[config.mk]
export PLATFORM = sky130hd
export DESIGN_NAME = branch_predictor
export DESIGN_NICKNAME = d
export VERILOG_FILES = /design/src/rtl/branch_predictor.sv
export SDC_FILE = /design/constraint.sdc
export NUM_CORES = 1
export LEC_CHECK = 0
export CAP_MARGIN = 20
export CORE_ASPECT_RATIO = 0.6
export CORE_MARGIN = 8
export CORE_UTILIZATION = 37
export DETAILED_ROUTE_END_ITERATION = 16
export PLACE_DENSITY = 0.56
export SYNTH_ARGS = -nofsm -noshare
export SYNTH_HDL_FRONTEND = slang
export SYNTH_SLANG_ARGS = --single-unit
[constraint.sdc]
create_clock -name clk -period 7.55 [get_ports clk]
set_input_delay 1.51 -clock clk [delete_from_list [all_inputs] [get_ports clk]]
set_output_delay 1.51 -clock clk [all_outputs]
set_load 0.1 [all_outputs]
[src/rtl/branch_predictor.sv]
// rtl/branch_predictor.sv - BTB plus 2-bit counter branch predictor; BP_GHR_EN selects gshare PHT indexing
module branch_predictor #(
   parameter int INDEX_BITS = 4,
   parameter int GHR_BITS   = 4
) (
   input  logic                  clk,
   input  logic                  reset_n,
   input  logic [31:0]           pc_if,
   output logic                  pred_taken_if,
   output logic [31:0]           pred_target_if,
   output logic [INDEX_BITS-1:0] pht_idx_if,
   input  logic                  upd_valid,
   input  logic [31:0]           pc_ex,
   input  logic                  taken_ex,
   input  logic [31:0]           target_ex,
   input  logic                  pred_taken_ex,
   input  logic [31:0]           pred_target_ex,
   input  logic [INDEX_BITS-1:0] pht_idx_ex,
   output logic                  mispredict,
   output logic [31:0]           redirect_pc
);

   localparam int ENTRIES  = 1 << INDEX_BITS;
   localparam int TAG_BITS = 30 - INDEX_BITS;

   logic                btb_valid  [ENTRIES];
   logic [TAG_BITS-1:0] btb_tag    [ENTRIES];
   logic [31:0]         btb_target [ENTRIES];
   logic [1:0]          pht        [ENTRIES];

   logic [INDEX_BITS-1:0] btb_idx_if;
   logic [INDEX_BITS-1:0] btb_idx_ex;
   logic [TAG_BITS-1:0]   tag_if;
   logic [TAG_BITS-1:0]   tag_ex;
   logic                  hit_if;
   logic [31:0]           pc_if_plus4;
   logic [31:0]           pc_ex_plus4;
   logic                  unused_pc_bits;

   assign btb_idx_if  = pc_if[INDEX_BITS+1:2];
   assign btb_idx_ex  = pc_ex[INDEX_BITS+1:2];
   assign tag_if      = pc_if[31:INDEX_BITS+2];
   assign tag_ex      = pc_ex[31:INDEX_BITS+2];
   assign pc_if_plus4 = pc_if + 32'd4;
   assign pc_ex_plus4 = pc_ex + 32'd4;
   assign unused_pc_bits = ^{pc_if[1:0], pc_ex[1:0]};

`ifdef BP_GHR_EN
   logic [GHR_BITS-1:0] ghr;

   // gshare: fold global history into the counter index only; the BTB stays PC-indexed
   assign pht_idx_if = btb_idx_if ^ INDEX_BITS'(ghr);

   always_ff @(posedge clk or negedge reset_n) begin
      if (!reset_n) begin
         ghr <= '0;
      end else if (upd_valid) begin
         ghr <= {ghr[GHR_BITS-2:0], taken_ex};
      end
   end
`else
   localparam int unused_ghr_bits = GHR_BITS;

   assign pht_idx_if = btb_idx_if;
`endif

   assign hit_if         = btb_valid[btb_idx_if] && (btb_tag[btb_idx_if] == tag_if);
   assign pred_taken_if  = hit_if && pht[pht_idx_if][1];
   assign pred_target_if = pred_taken_if ? btb_target[btb_idx_if] : pc_if_plus4;

   assign mispredict  = upd_valid &&
                        ((taken_ex != pred_taken_ex) || (taken_ex && (target_ex != pred_target_ex)));
   assign redirect_pc = taken_ex ? target_ex : pc_ex_plus4;

   always_ff @(posedge clk or negedge reset_n) begin
      if (!reset_n) begin
         for (int i = 0; i < ENTRIES; i++) begin
            btb_valid[i] <= 1'b0;
            pht[i]       <= 2'b01;
         end
      end else if (upd_valid) begin
         if (taken_ex) begin
            btb_valid[btb_idx_ex] <= 1'b1;
            if (pht[pht_idx_ex] != 2'b11) begin
               pht[pht_idx_ex] <= pht[pht_idx_ex] + 2'd1;
            end
         end else if (pht[pht_idx_ex] != 2'b00) begin
            pht[pht_idx_ex] <= pht[pht_idx_ex] - 2'd1;
         end
      end
   end

   // Tag/target need no reset: they are ignored until the valid bit is set
   always_ff @(posedge clk) begin
      if (reset_n && upd_valid && taken_ex) begin
         btb_tag[btb_idx_ex]    <= tag_ex;
         btb_target[btb_idx_ex] <= target_ex;
      end
   end

endmodule

Word-level counts from Yosys, hierarchy flattened
Memory sizes are Yosys's and may differ from the RTL's. Cells that the tools add are included.

Register bits: 48. Bits in latches: 0. Bits in writable memories: 928. ROM bits: 0. Input port bits: 137. Output and inout port bits: 70. Memories kept: 2.

Memory list: btb_target (depth 16, width 32, rd ports 1, clocked after memory_dff 0, wr ports 1, line 28) `logic [31:0] btb_target [ENTRIES];`; btb_tag (depth 16, width 26, rd ports 1, clocked after memory_dff 0, wr ports 1, line 27) `logic [TAG_BITS-1:0] btb_tag [ENTRIES];`.

Add/sub/neg operators: 4. Multiply operators: 0. Divide/modulo/power cells: 0. $lt $le $gt $ge: 5. Eq/ne operators: 5. Shifts and indexed selects: 0. Mux-type cells: 22. Bitwise operators: 4. Reduce and logical (&&, ||, !) cells: 13.

Operators with widths (count): $mux W32 (5); $add A32 B3 Y32 const B (2); $bwmux W32 (2); $ne A32 B32 Y1 (1); $eq A26 B26 Y1 (1); $bmux W2 S4 (2); $or A16 B16 Y16 (1); $ge A5 B5 Y1 const B (3); $not A4 Y5 (3); $lt A5 B1 Y1 const B (2); $mux W2 (5); $demux W2 S4 (1); $logic_and A1 B1 Y1 (8); $mux W1 (5); $bmux W1 S4 (1); $demux W1 S4 (1); $reduce_bool A2 Y1 (2); $reduce_and A3 Y1 (1); $add A2 B1 Y2 const B (1); $ne A2 B1 Y1 const B (1); $ne A2 B2 Y1 const B (1); $reduce_and A2 Y1 (1); $sub A2 B1 Y2 const B (1); $logic_or A1 B1 Y1 (1); $ne A1 B1 Y1 (1).

Logic depth before layout (Yosys ltp)
Depth in word-level cells: 8. Depth in mapped cells: 16. Mapped depth without buffers: 13.

Worst setup path after synthesis
OpenSTA, ideal clock, no wires.

Path kind: in2out. From: in pc_if[2]. To: out pred_taken_if. Arrival time: 6.361 ns. Required time: 6.040 ns. Setup slack: -0.321 ns. Stages: 12. Path buffers: 5. Cells stage by stage: buf_6 > buf_6 > buf_4 > buf_2 > buf_2 > mux4_2 > a221oi_1 > xnor2_1 > nor4_1 > nand4_1 > or3b_2 > nor3_1.

Word-level cells in the longest chain between the ends: 6. Elaborated cells between the ends (all ways): 11.

Ends and longest elaborated chain: start, declared (line 8) `input logic [31:0] pc_if,`; branches (longest 5 deep; another with $mem_v2 Z16 W26); $logic_and A1 B1 Y1 * (line 68) `assign pred_taken_if = hit_if && pht[pht_idx_if][1];`; end, declared (line 9) `output logic pred_taken_if,`.

Mark *: on every way between the ends. The select of a mux whose other input is x is not followed.

Final worst setup path
From: in pc_if[4]. To: out pred_target_if[31].

Word-level cells in the longest chain between the ends: 7. Elaborated cells between the ends (all ways): 14.

Ends and longest elaborated chain: branches (longest 6 deep; another with $mem_v2 Z16 W26); $mux W32 * (line 69) `assign pred_target_if = pred_taken_if ? btb_target[btb_idx_if] : pc_if_plus4;`; end, declared (line 10) `output logic [31:0] pred_target_if,`.

Marks and branches as above.

==> results.md <==
* Fin. max-slew vios at 0
* Worst-Margin Slew at 1.07 ns
* Synth cell count leaders: 928 x edfxtp_1, 269 x mux4_2, 91 x nand2_1, 72 x nor2_1, 55 x xnor2_1
* Postcts setup bufs at 0
* Synth cell types at 63
* Vias at 22200
* CTS root buffer: clkbuf_16
* Vias/cell at 5.76
* # setup viols final at 0
* Slowest cell on the critical path: nor2b_1
* Critical path endpoint: pred_target_if[31]
* Area leader, netlist: edfxtp_1
* Placeable Area at 109000 um^2
* WL per Instance at 32.8 um
* Share of layout cells above drive strength 1 at 27.4%
* Cell Count, Final, Fillers Out at 3855
* Post-Place Cells at 3688
* Gpl congestion at 0.938
* Critical Path Start Type: input port
* Family with the most delay on the worst path: simple AND/OR/NAND/NOR gates
* Initial Util at 37.1%
* Most used flip-flop cell after synthesis: edfxtp_1
* Post-Syn Nets at 2187
* Crit-path cells: buf_4 -> nor2b_1 -> a22oi_1 -> o21ai_0 -> o211ai_1 -> nor4b_1 -> o2111ai_1 -> nor4_4 -> buf_12 -> mux2_2 -> buf_12
* Max Cap Viol at 0
* Internal reg-to-reg setup slack at 3.98 ns
* Critical Path AT at 5.82 ns
* Clk slew on worst S/H paths at 0.06 ns
* Nets at 2487
* Clock buffer depth at 3
* Post-CTS sizing at 0
* Cells taking the most area after synthesis: edfxtp_1 69%, mux4_2 15%, dfrtp_1 2.0%, xnor2_1 1.2%, xor2_1 1.1%
* Die area at 121000 um^2
* Flops & latches, synth at 976
* Leakage power total at 0.0155 uW
* Area delta synth->final at 19.1%
* Global Route Usage Sum at 20.5%
* Port bufs at 206
* Vias in the first global route at 22500
* Max Clk Rate at 136 MHz
* CP required at 6.04 ns
* CTS tree: built
* Sequential area share after synthesis at 71.8%
* Critical path's most frequent cell: buf_12
* PwrDens at 251 nW/um^2
* WS Path Type: in -> out
* Clock skew at 0.0167 ns
* Hold-fix buffers, CTS at 0
* CTS Sinks at 976
* RSZ-0062 raised after global routing: false
* Hpwl dp at 82100 um
* H-tree depth at 3
* Cell Area, Synth at 40500 um^2
* Largest net degree at the start of global routing at 59
* Later-pin clock latency in the skew report at 0.68 ns
* Worst r2r path cells at 11
* Mapped Avg Cell Area at 19.8 um^2
* Slowest stage delay, CP at 0.87 ns
* Ys async rst share at 4.92%
* Final Cycle Share at 97.0%
* Crit end category: output pin
* Number of flops mapped to enable cells by yosys at 928
* Syn Inst Count at 2043
* Residual DRC at 0
* YS warnings at 0
* CTS Buf Count at 91
* Maximum VDD drop at 185 uV
* Global-route wire length before repair at 177000 um
* CP Depth at 11
* Outcome: finished, final reports clean
* Rel. slew slack at 28.2%
* Rows at 94
* Die width at 443 um
* I/O Pins at 207
* Critical-path maximum fanout at 26
* Iter 0 DRT Violations at 2914
* Antenna viol nets, final at 0
* Count leader, synth: edfxtp_1
* Detailed Routing Iterations Pass 1 at 5
* Synth top area share at 68.8%
* Crit path from: pc_if[4]
* Initial antenna violation count at 10
* Drt total wl at 126000 um
* Setup tns final at 0 ns
* Final hold violation count at 0
* Fin crit period at 7.33 ns
* Gr ovfl total at 0
* Die H at 272 um
* HP Class: reg -> reg
* CP Buf/Inv Count at 3
* Reg2reg end: pht[29]
flip-flops by register name (all words and copies together), names as in the netlist, named ones only:
| name | count |
|---|---|
| btb_tag | 416 |
| btb_valid | 16 |
| btb_target | 512 |
| pht | 16 |
worst register-to-register path: stages, from the launching register on:
cell	delay, ns
dfstp_2	0.37
mux4_2	0.47
mux2_2	0.28
o21ai_0	0.22
inv_1	0.31
ha_1	0.29
mux2i_1	0.18
nand2_1	0.15
nor2_1	0.15
nand2_1	0.16
nor3_1	0.47
mux2_2	0.39
routing by layer:
layer | track usage, % | up-vias | part of all wire [%]
met5 | 0 | - | 0.027
met4 | 4.09 | 6 | 2.0
met3 | 5.01 | 156 | 8.8
met2 | 31.3 | 1045 | 45
met1 | 30.0 | 12000 | 44
li1 | - | 9008 | -
metrics by stage:
| step | utilization [%] | power, uW | setup WS [ns] | instance area, um^2 | hold WS (ns) |
|---|---|---|---|---|---|
| after detailed placement | 41.6 | 7630 | 0.370 | 45300 | 0.462 |
| after CTS | 44.2 | 12200 | 0.375 | 48200 | 0.476 |
| after floorplan | - | 7040 | 0.0143 | 40500 | 0.431 |
| after global placement | 41.5 | 7600 | 0.326 | 45300 | 0.453 |
| after global routing | 44.2 | 12400 | 0.0945 | 48200 | 0.494 |
| final | 44.2 | 12100 | 0.224 | 48200 | 0.480 |
worst min path at each step:
stage / start / endpoint / cells after the start
global placement: btb_valid[13] / btb_valid[13] / 1
global route: btb_valid[9] / btb_valid[9] / 1
floorplan: btb_valid[14] / btb_valid[14] / 1
detailed placement: btb_valid[12] / btb_valid[12] / 1
finish: btb_valid[12] / btb_valid[12] / 1
CTS: btb_valid[12] / btb_valid[12] / 1
kinds of logic (layout without fill, tap and decap cells):
| logic type | after synthesis | after routing | share of synthesized area [%] |
|---|---|---|---|
| compound gates | 155 | 155 | 2.55 |
| other cells | 0 | 4 | 0 |
| mux | 367 | 367 | 17.9 |
| simple gates | 299 | 299 | 3.58 |
| flops | 976 | 976 | 71.8 |
| xor+xnor | 107 | 107 | 2.31 |
| fa+ha+maj | 7 | 7 | 0.216 |
| buf+inv | 132 | 500 | 1.58 |
layout by cell type (no fill, tap or decap), drive strengths merged, types with 22 or more instances in the layout:
cell             n
a21oi           22
buf            173
clkbuf         115
clkdlybuf4s50  143
clkinv          31
dfrtp           32
edfxtp         928
inv             28
mux2            55
mux2i           38
mux4           274
nand2           91
nand3           34
nor2            72
o21ai           51
xnor2           55
xor2            52
layout make-up:
cell class | instances | area, um^2
Fill cell | 9280 | 60800
Sequential cell | 976 | 29100
Multi-Input combinational cell | 935 | 10900
Timing Repair Buffer | 316 | 3460
Clock buffer | 115 | 2430
Tap cell | 1440 | 1800
Clock inverter | 46 | 450
Inverter | 23 | 87.6
Antenna cell | 4 | 10.0
report_power, final:
group          total (uW)  switching, uW  leakage [uW]  internal [uW]
Combinational        1350            823       0.00515            528
Clock                4570           2070       0.00140           2500
Sequential           6160           72.0       0.00890           6090
(Power assumes the default switching activity.)
